<file path="config.mk">
export PLATFORM = sky130hd
export DESIGN_NAME = seq_alu
export DESIGN_NICKNAME = d
export VERILOG_FILES = /design/src/rtl/alu_pkg.sv /design/src/rtl/seq_muldiv_unit.sv /design/src/rtl/seq_alu.sv
export SDC_FILE = /design/constraint.sdc
export NUM_CORES = 1
export LEC_CHECK = 0
export BUFFER_PORTS_ARGS = -buffer_cell sky130_fd_sc_hd__buf_2
export CAP_MARGIN = 20
export CELL_PAD_IN_SITES_DETAIL_PLACEMENT = 1
export CELL_PAD_IN_SITES_GLOBAL_PLACEMENT = 2
export CORE_MARGIN = 1.5
export CORE_UTILIZATION = 40
export DETAILED_ROUTE_END_ITERATION = 8
export PLACE_DENSITY_LB_ADDON = 0.1
export SETUP_SLACK_MARGIN = 0.05
export SLEW_MARGIN = 5
export SYNTH_ARGS = -nofsm -noshare
export SYNTH_HDL_FRONTEND = slang
export SYNTH_SLANG_ARGS = --single-unit
export TNS_END_PERCENT = 1
</file>
<file path="constraint.sdc">
create_clock -name clk -period 10.55 [get_ports clk]
set_input_delay 2.11 -clock clk [delete_from_list [all_inputs] [get_ports clk]]
set_output_delay 2.11 -clock clk [all_outputs]
set_load 0.01 [all_outputs]
</file>
<file path="src/rtl/alu_pkg.sv">
// Shared definitions for the sequential ALU: operation codes and controller states.
package alu_pkg;

    localparam logic [3:0] OP_AND  = 4'b0000;
    localparam logic [3:0] OP_OR   = 4'b0001;
    localparam logic [3:0] OP_ADD  = 4'b0010;
    localparam logic [3:0] OP_NOR  = 4'b0011;
    localparam logic [3:0] OP_XOR  = 4'b0100;
    localparam logic [3:0] OP_SUB  = 4'b0110;
    localparam logic [3:0] OP_MULU = 4'b1010;
    localparam logic [3:0] OP_DIVU = 4'b1111;

    typedef enum logic [1:0] {
        IDLE = 2'd0,
        MUL  = 2'd1,
        DIV  = 2'd2
    } state_t;

endpackage

</file>
<file path="src/rtl/seq_muldiv_unit.sv">
// Iterative unsigned multiply (shift-add) and divide (restoring), one bit per clock.
// lo/hi/done are the values that will exist after the current edge, so the parent can register them.
module seq_muldiv_unit #(
    parameter int WIDTH = 32
) (
    input  logic             clk,
    input  logic             rst_n,
    input  logic             load,
    input  logic             mode,
    input  logic [WIDTH-1:0] a,
    input  logic [WIDTH-1:0] b,
    output logic [WIDTH-1:0] lo,
    output logic [WIDTH-1:0] hi,
    output logic             done
);

    localparam int CNT_W = $clog2(WIDTH + 1);

    logic [WIDTH-1:0] breg;
    logic [WIDTH-1:0] hreg;
    logic [WIDTH-1:0] lreg;
    logic [WIDTH-1:0] hnext;
    logic [WIDTH-1:0] lnext;
    logic             mreg;
    logic [CNT_W-1:0] cnt;
    logic [WIDTH:0]   sum;
    logic [WIDTH:0]   shifted;
    logic [WIDTH:0]   trial;

    // Multiply keeps the product in {hreg, lreg} with the multiplier draining out of lreg;
    // divide keeps the partial remainder in hreg and shifts quotient bits into lreg.
    always_comb begin
        sum     = {1'b0, hreg} + (lreg[0] ? {1'b0, breg} : {(WIDTH + 1){1'b0}});
        shifted = {hreg, lreg[WIDTH-1]};
        trial   = shifted - {1'b0, breg};
        hnext   = hreg;
        lnext   = lreg;
        if (!mreg) begin
            hnext = sum[WIDTH:1];
            lnext = {sum[0], lreg[WIDTH-1:1]};
        end else if (!trial[WIDTH]) begin
            hnext = trial[WIDTH-1:0];
            lnext = {lreg[WIDTH-2:0], 1'b1};
        end else begin
            hnext = shifted[WIDTH-1:0];
            lnext = {lreg[WIDTH-2:0], 1'b0};
        end
    end

    always_ff @(posedge clk or negedge rst_n) begin
        if (!rst_n) begin
            breg <= '0;
            hreg <= '0;
            lreg <= '0;
            mreg <= 1'b0;
            cnt  <= '0;
        end else if (load) begin
            breg <= b;
            hreg <= '0;
            lreg <= a;
            mreg <= mode;
            cnt  <= CNT_W'(WIDTH);
        end else if (cnt != '0) begin
            hreg <= hnext;
            lreg <= lnext;
            cnt  <= cnt - CNT_W'(1);
        end
    end

    assign lo   = lnext;
    assign hi   = hnext;
    assign done = (cnt == CNT_W'(1));

endmodule

</file>
<file path="src/rtl/seq_alu.sv">
// Clocked EX-stage ALU: single-cycle logic/add/sub, iterative mulu/divu behind a Start/Busy/Done handshake.
module seq_alu
    import alu_pkg::*;
#(
    parameter int WIDTH = 32
) (
    input  logic             clk,
    input  logic             rst_n,
    input  logic             Start,
    input  logic [3:0]       FunctC,
    input  logic [WIDTH-1:0] A,
    input  logic [WIDTH-1:0] B,
    output logic             Busy,
    output logic             Done,
    output logic [WIDTH-1:0] ALUOut,
    output logic [WIDTH-1:0] HiOut,
    output logic             Zero,
    output logic             Overflow,
    output logic             DivByZero,
    output logic             IllegalOp
);

    state_t           state;
    logic [WIDTH-1:0] sum;
    logic [WIDTH-1:0] diff;
    logic [WIDTH-1:0] sc_res;
    logic             sc_ovf;
    logic             sc_ill;
    logic             load;
    logic             mode;
    logic [WIDTH-1:0] md_lo;
    logic [WIDTH-1:0] md_hi;
    logic             md_done;

    always_comb begin
        sum    = A + B;
        diff   = A - B;
        sc_res = '0;
        sc_ovf = 1'b0;
        sc_ill = 1'b0;
        case (FunctC)
            OP_ADD: begin
                sc_res = sum;
                sc_ovf = (A[WIDTH-1] == B[WIDTH-1]) && (sum[WIDTH-1] != A[WIDTH-1]);
            end
            OP_SUB: begin
                sc_res = diff;
                sc_ovf = (A[WIDTH-1] != B[WIDTH-1]) && (diff[WIDTH-1] != A[WIDTH-1]);
            end
            OP_AND:           sc_res = A & B;
            OP_OR:            sc_res = A | B;
            OP_NOR:           sc_res = ~(A | B);
            OP_XOR:           sc_res = A ^ B;
            OP_MULU, OP_DIVU: sc_res = '0;
            default:          sc_ill = 1'b1;
        endcase
    end

    // A zero divisor never enters the iterative unit; it completes like a single-cycle op.
    assign load = (state == IDLE) && Start &&
                  ((FunctC == OP_MULU) || ((FunctC == OP_DIVU) && (B != '0)));
    assign mode = (FunctC == OP_DIVU);

    seq_muldiv_unit #(.WIDTH(WIDTH)) u_muldiv (
        .clk   (clk),
        .rst_n (rst_n),
        .load  (load),
        .mode  (mode),
        .a     (A),
        .b     (B),
        .lo    (md_lo),
        .hi    (md_hi),
        .done  (md_done)
    );

    always_ff @(posedge clk or negedge rst_n) begin
        if (!rst_n) begin
            state     <= IDLE;
            Busy      <= 1'b0;
            Done      <= 1'b0;
            ALUOut    <= '0;
            HiOut     <= '0;
            Zero      <= 1'b0;
            Overflow  <= 1'b0;
            DivByZero <= 1'b0;
            IllegalOp <= 1'b0;
        end else begin
            Done <= 1'b0;
            case (state)
                IDLE: begin
                    if (Start) begin
                        if (FunctC == OP_MULU) begin
                            state <= MUL;
                            Busy  <= 1'b1;
                        end else if (FunctC == OP_DIVU && B != '0) begin
                            state <= DIV;
                            Busy  <= 1'b1;
                        end else if (FunctC == OP_DIVU) begin
                            ALUOut    <= '1;
                            HiOut     <= A;
                            Zero      <= 1'b0;
                            Overflow  <= 1'b0;
                            DivByZero <= 1'b1;
                            IllegalOp <= 1'b0;
                            Done      <= 1'b1;
                        end else begin
                            ALUOut    <= sc_res;
                            HiOut     <= '0;
                            Zero      <= (sc_res == '0);
                            Overflow  <= sc_ovf;
                            DivByZero <= 1'b0;
                            IllegalOp <= sc_ill;
                            Done      <= 1'b1;
                        end
                    end
                end
                MUL, DIV: begin
                    if (md_done) begin
                        ALUOut    <= md_lo;
                        HiOut     <= md_hi;
                        Zero      <= (md_lo == '0);
                        Overflow  <= 1'b0;
                        DivByZero <= 1'b0;
                        IllegalOp <= 1'b0;
                        Done      <= 1'b1;
                        Busy      <= 1'b0;
                        state     <= IDLE;
                    end
                end
                default: begin
                    state <= IDLE;
                    Busy  <= 1'b0;
                end
            endcase
        end
    end

endmodule

</file>
==> impl_metrics.csv, run 1 <==
group,metric,value,unit
placed_design,port_buffers,140,
final_layout,area_growth,9.98,%
sta,drv_slew,0,
sta,min_period,5.92,ns
clock_tree,hold_buffers,0,
yosys,syn_nets,2562,
sta,tightestPinTransition,1.03,ns
yosys,ys_ff_latch,175,
placed_design,dpl.hpwl,56700,um
clock_tree,postCtsSetupBuffers,0,
final_layout,drive_gt1_share,10.4,%
final_layout,fillers,5518,
status,outcome,"finished clean",
floorplan,coreArea,44000,um^2
sta,fin_setup_tns,0,ns
clock_tree,h-tree-depth,4,
pwr,p_leak,8.94,nW
hold_path,worstHoldPathType,"register to register",
setup_path,cp_data_required_time,10.93,ns
floorplan,start_util,40.4,%
pwr,peakVddDrop,181,uV
floorplan,rows,77,
final_layout,nNetsFinal,2616,
placed_design,placed_area,18900,um^2
global_routing,grt_usage,32.7,%
global_routing,grt_max_degree,111,
sta,finalHoldViolCount,0,
pwr,powerDensity,292,nW/um^2
clock_tree,clkTransAtPathRegs,0.07,ns
global_routing,grt_pass1_vias,18100,
yosys,synth_top_area_share,24.6,%
global_routing,grt_antenna_before_repair,1,
pwr,netSwitchingFraction,51.8,%
sta,relSlewSlack,31.4,%
yosys,synth_top_flop_cell,"dfrtp_1",
global_routing,grt-ovfl-total,0,
setup_path,critical_path_class,"input pin to register",
yosys,synth_most_common_cell,"nand2_1",
clock_tree,clock-root-buffer,"clkbuf_16",
yosys,synth_xor_area_share,3.34,%
setup_path,start_kind,"input pin",
setup_path,cp.arrival,6.30,ns
sta,whs,0.462,ns
clock_tree,cts.path.max_buffers,2,
routing,drc_errors,0,
yosys,synth-compound-area-share,30.6,%
yosys,synth_cells,2315,
floorplan,io_pins,141,
sta,max_freq,0.169,GHz
final_layout,final_util,44.4,%
yosys,netlist_top_cells_count,"nand2_1 (267), nor2_1 (178), o21ai_0 (176), dfrtp_1 (175), a21oi_1 (173)",
routing,drt_iter0_markers,1306,
clock_tree,worstSkewPairLatency,0.48,ns
routing,vias_per_cell,6.17,
clock_tree,cts_resized,0,
pwr,p_int,2.76,mW
yosys,synth_seq_area_share,24.6,%
global_routing,grt_pass1_wl,112000,um
routing,drt_wl_total,74400,um
yosys,ys_async_sr_fraction,100,%
flow_run,drv_cap,0,
pwr,clockPowerShare,11.2,%
yosys,synthSimpleGateAreaFrac,20.1,%
final_layout,finalInstanceArea,19500,um^2
clock_tree,cts.sinks,175,
routing,ant_nets,0,
routing,vias,18300,
yosys,yosys.cell_types.count,100,
sta,rsz0062_at_grt,"false",
yosys,synth.area.mux_share,2.33,%
yosys,post-synth-top-area-cell,"dfrtp_1",
sta,fin_crit_sh,56.1,%
placed_design,gp_congestion,0.928,
yosys,avgSynthCellArea,7.67,um^2
floorplan,dieHeight,214,um
clock_tree,cts_tree,"yes",
yosys,synth_edf_count,0,
floorplan,die_area,45700,um^2
yosys,synth.yosys.warnings,0,
clock_tree,cts_buffers,17,
pwr,seqPwrFrac,22.6,%
sta,finalSetupViolCount,0,
pwr,pwr-share-comb,66.2,%
pwr,p_sw,2.96,mW
setup_path,cp-end-kind,"register",
routing,wl_per_cell,25.0,um
yosys,synthAdderAreaFrac,12.6,%
floorplan,die_x,214,um
yosys,netlist_top_cells_area,"dfrtp_1 (25%), ha_1 (12%), nand2_1 (5.6%), o21ai_0 (5.0%), a21oi_1 (4.9%)",
sta,skew,0.0169,ns
setup_path,cp_max_fo,51,
yosys,netlist_area,17800,um^2
yosys,synth_top_family_by_area,"compound AO/OA/AOI/OAI gates",
routing,dr.pass1.iters,6,
[worst max-delay path, stage by stage]
cell	delay [ns]
buf_2	0.10
buf_4	0.20
buf_4	0.32
nand4_1	0.73
nand2b_1	0.61
a21oi_1	0.31
nand3_1	0.13
nor4_2	0.18
nand4_1	0.14
nor4_1	0.30
nand3_1	0.21
or4_1	0.47
nand4bb_1	0.21
o31ai_2	0.23
[flip-flops by register name (all words and copies together) (netlist names), 2 cells and up]
signal and count:
u_muldiv.cnt 6, u_muldiv.hreg 32, u_muldiv.breg 32, u_muldiv.lreg 32, state 2, ALUOut 32, HiOut 32
[cells by family after synthesis]
family                   count (synthesis)
XOR/XNOR                                66
buffers and inverters                  287
adder cells (fa/ha/maj)                176
multiplexers                            41
AO/OA/AOI/OAI                          816
AND/OR/NAND/NOR                        754
flip-flops                             175
[power groups by stage]
stage	Combinational, mW	Clock, mW	Sequential [mW]
3_3_place_gp	3.65	0	1.29
5_1_grt	4.19	0.672	1.33
6_report	3.78	0.639	1.29
4_1_cts	3.76	0.652	1.28
3_5_place_dp	3.74	0	1.29
2_1_floorplan	2.64	0	1.24
[stage by stage]
stage          setup WS, ns  total power [mW]  instances
2_1_floorplan          5.40              3.88       2315
3_3_place_gp           4.17              4.94       2940
3_5_place_dp           4.15              5.03       2940
4_1_cts                4.63              5.70       2972
5_1_grt                4.36              6.19       2975
6_report               4.63              5.71       2975
[metal layers]
layer | share of wire, % | wire [um] | global-route usage, % | vias up
met5 | 0 | 0 | 0 | -
met4 | 2.4 | 1810 | 9.93 | 0
met3 | 4.1 | 3080 | 1.98 | 79
met2 | 45 | 33600 | 51.5 | 452
met1 | 48 | 35900 | 47.8 | 9279
li1 | - | - | - | 8531
[final cells by class]
cell class	count	area, um^2	area share [%]
Antenna cell	1	2.50	0.0128
Clock inverter	14	126	0.647
Multi-Input combinational cell	1853	12300	63.0
Timing Repair Buffer	168	960	4.91
Clock buffer	18	439	2.25
Sequential cell	175	4380	22.4
Inverter	154	578	2.96
Tap cell	592	741	3.79
[cells in the final DEF, fill, tap and decap left out, drive strengths merged, types with 12 or more instances in the layout]
master    n
xnor2    44
nand2b   26
a221oi   22
nand3    62
a22oi    17
o31ai    17
xor2     22
ha      172
dfrtp   175
o21ai   209
inv     160
o211ai   55
or3      19
nor3     42
o21a     18
a211oi   48
o221ai   12
o21bai   25
nor4     31
nand4    22
mux2i    38
nor2    178
a21oi   174
a31oi    47
and2     45
nor2b    18
a21o     61
buf     167
nand2   269
clkbuf   19
[path summary, 6_finish.rpt]
check                                                   from                           end  slack, ns  cells past startpoint
worst max-delay path                               FunctC[1]              Zero$_DFFE_PN0P_       4.63                     14
worst min-delay path                  ALUOut[24]$_DFFE_PN0P_        ALUOut[24]$_DFFE_PN0P_       0.46                      2
worst max register to register  u_muldiv.lreg[0]$_DFFE_PN0P_         HiOut[31]$_DFFE_PN0P_       5.70                     16
worst min register to register        ALUOut[24]$_DFFE_PN0P_        ALUOut[24]$_DFFE_PN0P_       0.46                      2
max in group asynchronous                              rst_n  u_muldiv.breg[6]$_DFFE_PN0P_       7.20                      2
min in group asynchronous                              rst_n        ALUOut[21]$_DFFE_PN0P_       1.75                      1
No activity file was read; power rests on OpenSTA's default activity.
==> inputs of run 2 (changes only) <==
--- a/config.mk
+++ b/config.mk
@@ -10,7 +10,7 @@
 export CELL_PAD_IN_SITES_DETAIL_PLACEMENT = 1
 export CELL_PAD_IN_SITES_GLOBAL_PLACEMENT = 2
 export CORE_MARGIN = 1.5
-export CORE_UTILIZATION = 40
+export CORE_UTILIZATION = 37
 export DETAILED_ROUTE_END_ITERATION = 8
 export PLACE_DENSITY_LB_ADDON = 0.1
 export SETUP_SLACK_MARGIN = 0.05
==> constraint.sdc (replaced) <==
create_clock -name clk -period 6.2 [get_ports clk]
set_input_delay 1.24 -clock clk [delete_from_list [all_inputs] [get_ports clk]]
set_output_delay 1.24 -clock clk [all_outputs]
set_load 0.01 [all_outputs]
==> run 2 against run 1 <==
Register-to-register slack lost 4.1 ns; critical path depth grew 2; clock skew shrank 0.00068 ns; critical path type unchanged; count of clock-buffer cells in the layout grew 2; final area grew 0.47%; combinational power grew 73%; worst hold slack gained 0.015 ns; clock power grew 78%; utilization shrank 3.1 points; sequential share of layout area shrank 0.10 points; flip-flop and latch count is the same; die area grew 8.0%.
==> impl_metrics.csv, run 2 (synthesis results as in run 1) <==
group,metric,value,unit
global_routing,grt_pass1_wl,117000,um
sta,relSlewSlack,33.9,%
pwr,p_leak,8.98,nW
routing,drc_errors,0,
clock_tree,cts_resized,0,
setup_path,start_kind,"input pin",
final_layout,area_growth,10.5,%
sta,finalSetupViolCount,0,
floorplan,rows,80,
setup_path,crit_chain,"buf_2 -> ha_1 -> inv_1 -> fa_1 -> and2b_1 -> o2111ai_2 -> nand2_1 -> o311a_1 -> a21oi_1 -> a211oi_1 -> nand4_1 -> nor4_1 -> nand3_1 -> or4_1 -> nand4bb_1 -> o31ai_2",
setup_path,cp-end-kind,"register",
hold_path,worstHoldStart,"ALUOut[17]$_DFFE_PN0P_",
clock_tree,postCtsSetupBuffers,0,
clock_tree,h-tree-depth,4,
floorplan,dieHeight,222,um
final_layout,layout_commonest_cell,"nand2_1",
floorplan,die_x,222,um
global_routing,grt_max_degree,85,
sta,rsz0062_at_grt,"false",
sta,finalHoldViolCount,0,
routing,wl_per_cell,25.7,um
final_layout,drive_gt1_share,10.7,%
global_routing,grt_pass1_vias,18300,
pwr,peakVddDrop,297,uV
hold_path,worstHoldPathType,"register to register",
floorplan,start_util,37.4,%
clock_tree,worstSkewPairLatency,0.50,ns
setup_path,cp.arrival,5.42,ns
final_layout,fillers,5884,
setup_path,cp_data_required_time,6.61,ns
clock_tree,cts_tree,"yes",
clock_tree,cts.path.max_buffers,2,
clock_tree,cts.sinks,175,
sta,skew,0.0162,ns
routing,ant_nets,0,
setup_path,critPathTopFamily,"simple AND/OR/NAND/NOR gates",
pwr,powerDensity,503,nW/um^2
clock_tree,clock-root-buffer,"clkbuf_16",
routing,dr.pass1.iters,5,
sta,tightestPinTransition,0.992,ns
placed_design,gp_congestion,0.946,
clock_tree,cts_buffers,17,
global_routing,grt_antenna_before_repair,2,
flow_run,drv_cap,0,
setup_path,worstSetupStartpoint,"B[0]",
status,outcome,"finished clean",
routing,drt_wl_total,77300,um
setup_path,critical_path.max_stage_delay,0.72,ns
routing,vias_per_cell,6.14,
setup_path,cp_max_fo,4,
setup_path,critical_path_class,"input pin to register",
floorplan,io_pins,141,
floorplan,die_area,49300,um^2
final_layout,nNetsFinal,2627,
final_layout,layout_common_cells,"nand2_1 (266), nor2_1 (178), o21ai_0 (176)",
global_routing,grt-ovfl-total,0,
setup_path,endpoint,"Zero$_DFFE_PN0P_",
sta,drv_slew,0,
setup_path,worst-r2r-cell-count,15,
placed_design,dpl.hpwl,59500,um
clock_tree,hold_buffers,0,
sta,fin_setup_tns,0,ns
setup_path,path_buf_inv,2,
global_routing,grt_usage,31.2,%
setup_path,cpMaxStageDelayCell,"a211oi_1",
floorplan,coreArea,47500,um^2
setup_path,cp.depth,16,
sta,min_period,5.01,ns
setup_path,timing.rr.start,"u_muldiv.lreg[0]$_DFFE_PN0P_",
routing,drt_iter0_markers,1471,
pwr,total_power,9.88,mW
sta,max_freq,0.200,GHz
sta,fin_crit_sh,80.8,%
sta,whs,0.477,ns
setup_path,worstReg2RegEnd,"u_muldiv.hreg[29]$_DFFE_PN0P_",
clock_tree,clkTransAtPathRegs,0.09,ns
setup_path,r2r_slack,1.65,ns
routing,vias,18500,
placed_design,port_buffers,140,
run 2: changes by cell type in the layout (fill, tap and decap cells not counted), sizes merged:
cell	delta
inv	-2
buf	+11
diode	+1
clkinvlp	-2
bufinv	+1
clkbuf	+2
clkinv	+1
run 2: per-stage QoR:
step	util (%)	cell area (um^2)	worst slack [ns]	cells
2_1_floorplan	-	17800	1.92	2315
3_3_place_gp	40.1	19000	0.743	2976
3_5_place_dp	40.1	19000	0.688	2976
4_1_cts	41.3	19600	1.22	3008
5_1_grt	41.3	19600	1.05	3009
6_report	41.3	19600	1.19	3010
run 2: worst register-to-register path, cell delays in order (launching register included):
cell	delay [ns]
dfrtp_1	0.45
buf_4	0.29
and2_1	0.25
fa_1	0.44
a211oi_1	0.33
o21ai_0	0.34
o311ai_1	0.42
a21oi_1	0.25
a221o_1	0.43
nand2_1	0.11
nand3_1	0.13
a211o_1	0.33
xor2_1	0.15
nor2_1	0.10
or3_1	0.35
a21oi_1	0.13
run 2: how the worst min path moves through the flow:
| stage | slack, ns | endpoint | cells after the start |
|---|---|---|---|
| 3_3_place_gp | 0.46 | ALUOut[17]$_DFFE_PN0P_ | 1 |
| 2_1_floorplan | 0.47 | u_muldiv.breg[0]$_DFFE_PN0P_ | 2 |
| 4_1_cts | 0.48 | ALUOut[24]$_DFFE_PN0P_ | 2 |
| 5_1_grt | 0.50 | ALUOut[11]$_DFFE_PN0P_ | 1 |
| 6_report | 0.48 | ALUOut[17]$_DFFE_PN0P_ | 1 |
| 3_5_place_dp | 0.46 | ALUOut[17]$_DFFE_PN0P_ | 1 |
run 2: cell type report:
cell class,instances,area [um^2],area share (%)
Tap cell,615,769,3.92
Timing Repair Buffer,179,1000,5.11
Sequential cell,175,4380,22.3
Clock inverter,12,129,0.657
Antenna cell,2,5.00,0.0255
Clock buffer,20,447,2.28
Multi-Input combinational cell,1853,12300,62.7
Inverter,154,578,2.94
run 2: per-layer routing:
metal / GRT usage [%] / share of wire, %
met1: 45.9 / 48
met3: 3.43 / 5.3
met4: 8.40 / 2.2
met5: 0 / 0
met2: 48.0 / 44
run 2: report_power, final:
part	switching (mW)	internal (mW)
combinational	4.06	2.48
clock	0.567	0.575
sequential	0.499	1.69
==> inputs of run 3 (changes only) <==
--- a/config.mk
+++ b/config.mk
@@ -5,12 +5,13 @@
 export SDC_FILE = /design/constraint.sdc
 export NUM_CORES = 1
 export LEC_CHECK = 0
+export ABC_AREA = 1
 export BUFFER_PORTS_ARGS = -buffer_cell sky130_fd_sc_hd__buf_2
 export CAP_MARGIN = 20
 export CELL_PAD_IN_SITES_DETAIL_PLACEMENT = 1
 export CELL_PAD_IN_SITES_GLOBAL_PLACEMENT = 2
 export CORE_MARGIN = 1.5
-export CORE_UTILIZATION = 37
+export CORE_UTILIZATION = 31
 export DETAILED_ROUTE_END_ITERATION = 8
 export PLACE_DENSITY_LB_ADDON = 0.1
 export SETUP_SLACK_MARGIN = 0.05
==> constraint.sdc (replaced) <==
create_clock -name clk -period 4.6 [get_ports clk]
set_input_delay 0.92 -clock clk [delete_from_list [all_inputs] [get_ports clk]]
set_output_delay 0.92 -clock clk [all_outputs]
set_load 0.01 [all_outputs]
==> run 3 against run 2 <==
Final area up 11%; clock skew increased by 0.0031 ns; total power grew 35%; cell count is 37% higher; critical endpoint unchanged; worst hold slack improved by 0.012 ns; highest routed layer is now met5; utilization shrank 6.2 points; largest power group unchanged; synthesized area rose by 10%; via count grew 20%; critical path depth up 5; non-clock buffer count up 19; count of clock-buffer cells in the layout fell by 3.
==> impl_metrics.csv, run 3 <==
group,metric,value,unit
status,outcome,"finished clean",
yosys,post-synth-top-area-cell,"dfrtp_1",
sta,fin_crit_sh,83.7,%
global_routing,grt-ovfl-total,0,
setup_path,worst-r2r-cell-count,17,
sta,relSlewSlack,34.2,%
clock_tree,postCtsSetupBuffers,0,
final_layout,final_cell_count_no_fill,4117,
pwr,p_leak,11.8,nW
hold_path,holdPathStages,2,
placed_design,place_ws,0.261,ns
floorplan,start_util,31.5,%
final_layout,drive_gt1_share,9.79,%
routing,drt_wl_total,99100,um
yosys,yosys.cell_types.count,55,
placed_design,placed_area,21200,um^2
setup_path,cp-end-kind,"register",
clock_tree,clkTransAtPathRegs,0.09,ns
sta,skew,0.0194,ns
yosys,synth_cells,3164,
yosys,synth_top_flop_cell,"dfrtp_1",
yosys,synth.yosys.warnings,0,
floorplan,rows,91,
setup_path,cp_max_fo,4,
sta,min_period,3.85,ns
flow_run,drv_cap,0,
floorplan,coreArea,62100,um^2
clock_tree,cts_buffers,17,
global_routing,grt_pass1_wl,147000,um
final_layout,area_growth,11.4,%
global_routing,grt_usage,30.9,%
sta,drv_slew,0,
final_layout,fillers,8239,
routing,wl_per_cell,24.1,um
yosys,avgSynthCellArea,6.18,um^2
placed_design,gp_congestion,0.983,
yosys,synth_most_common_cell,"nand2_1",
yosys,ys_async_sr_fraction,100,%
clock_tree,cts.sinks,175,
pwr,powerDensity,612,nW/um^2
setup_path,critical_path_class,"input pin to register",
final_layout,layout_commonest_cell,"nand2_1",
setup_path,cp.arrival,4.27,ns
routing,drc_errors,0,
clock_tree,cts.path.max_buffers,2,
floorplan,dieHeight,254,um
global_routing,grt_antenna_before_repair,6,
yosys,ys_ff_latch,175,
yosys,synth_edf_count,0,
clock_tree,h-tree-depth,4,
yosys,synth_seq_area_share,22.4,%
placed_design,dpl.hpwl,81900,um
routing,vias,22100,
sta,fin_setup_tns,0,ns
floorplan,die_area,64500,um^2
routing,dr.pass1.iters,5,
sta,whs,0.489,ns
clock_tree,clock-root-buffer,"clkbuf_16",
sta,finalSetupViolCount,0,
clock_tree,hold_buffers,0,
clock_tree,worstSkewPairLatency,0.49,ns
sta,rsz0062_at_grt,"false",
global_routing,grt_max_degree,85,
routing,ant_nets,0,
pwr,peakVddDrop,303,uV
yosys,netlist_top_cells_count,"nand2_1 (996), inv_1 (465), nand3_1 (269), nor2_1 (230), dfrtp_1 (175)",
sta,tightestPinTransition,0.988,ns
final_layout,finalInstanceArea,21800,um^2
yosys,syn_nets,3411,
final_layout,layout_common_cells,"nand2_1 (996), inv_1 (465), nand3_1 (268)",
sta,max_freq,0.260,GHz
routing,vias_per_cell,5.36,
clock_tree,cts_resized,0,
floorplan,io_pins,141,
setup_path,cp_data_required_time,5.02,ns
final_layout,nNetsFinal,3513,
sta,finalHoldViolCount,0,
floorplan,die_x,254,um
global_routing,grt_pass1_vias,22600,
sta,layout_setup_ws,0.749,ns
yosys,synth_top_area_share,22.4,%
clock_tree,cts_tree,"yes",
placed_design,port_buffers,140,
routing,drt_iter0_markers,1561,
hold_path,worstHoldPathType,"register to register",
yosys,netlist_top_cells_area,"dfrtp_1 (22%), nand2_1 (19%), ha_1 (11%), inv_1 (8.9%), nand3_1 (6.9%)",
yosys,netlist_area,19500,um^2
setup_path,start_kind,"input pin",
placed_design,dpl.cell_count,4084,
[run 3: cell type report]
class                           instances  area, um^2  area share, %
Multi-Input combinational cell       2398       12800           58.7
Inverter                              476        1790           8.22
Timing Repair Buffer                  198        1190           5.49
Antenna cell                            1        2.50         0.0115
Clock inverter                         15         144          0.661
Clock buffer                           17         425           1.95
Sequential cell                       175        4380           20.1
Tap cell                              837        1050           4.81
[run 3: path summary, 6_finish.rpt]
check	end	slack, ns	from
worst min register to register	ALUOut[30]$_DFFE_PN0P_	0.49	ALUOut[30]$_DFFE_PN0P_
worst min-delay path	ALUOut[30]$_DFFE_PN0P_	0.49	ALUOut[30]$_DFFE_PN0P_
max in group asynchronous	ALUOut[20]$_DFFE_PN0P_	3.01	rst_n
worst max-delay path	Zero$_DFFE_PN0P_	0.75	A[0]
min in group asynchronous	HiOut[9]$_DFFE_PN0P_	0.50	rst_n
worst max register to register	HiOut[26]$_DFFE_PN0P_	0.98	u_muldiv.lreg[31]$_DFFE_PN0P_
[run 3: routing by layer]
metal | routed length, um | global-route usage [%] | share of wire [%]
met5 | 33 | 0 | 0.033
met4 | 3040 | 9.54 | 3.1
met3 | 3850 | 3.14 | 3.9
met2 | 46500 | 51.4 | 47
met1 | 45700 | 41.8 | 46
[run 3: cells by family after synthesis]
group           after synthesis  share of synthesized area, %
compound gates              532                          16.6
xor+xnor                     32                          1.43
fa+ha+maj                   176                          11.4
buf+inv                     591                          12.3
flops                       175                          22.4
simple gates               1658                          35.9
[run 3: where the power goes]
group,internal [mW],switching [mW]
clock network,0.721,0.800
registers,2.23,0.772
logic,2.83,5.98
[run 3: critical path, stage by stage]
cell and delay, ns:
buf_2 0.14, ha_1 0.33, inv_1 0.12, fa_1 0.42, inv_1 0.16, nand3_1 0.12, nand2_1 0.31, nand2_1 0.15
nand2_2 0.15, nand2_1 0.09, nand2_1 0.15, nand2_1 0.12, nand2_1 0.09, nand2_1 0.05, nand3_1 0.08, nand2_1 0.09
nor2_1 0.26, nand2_1 0.08, nor2_1 0.18, nand3_1 0.12, a21oi_1 0.14
[run 3: through the flow]
step | util [%] | power (mW)
detailed placement | 34.2 | 11.8
CTS | 35.1 | 13.3
finish | 35.1 | 13.3
global placement | 34.2 | 11.6
floorplan | - | 8.69
global route | 35.1 | 14.4
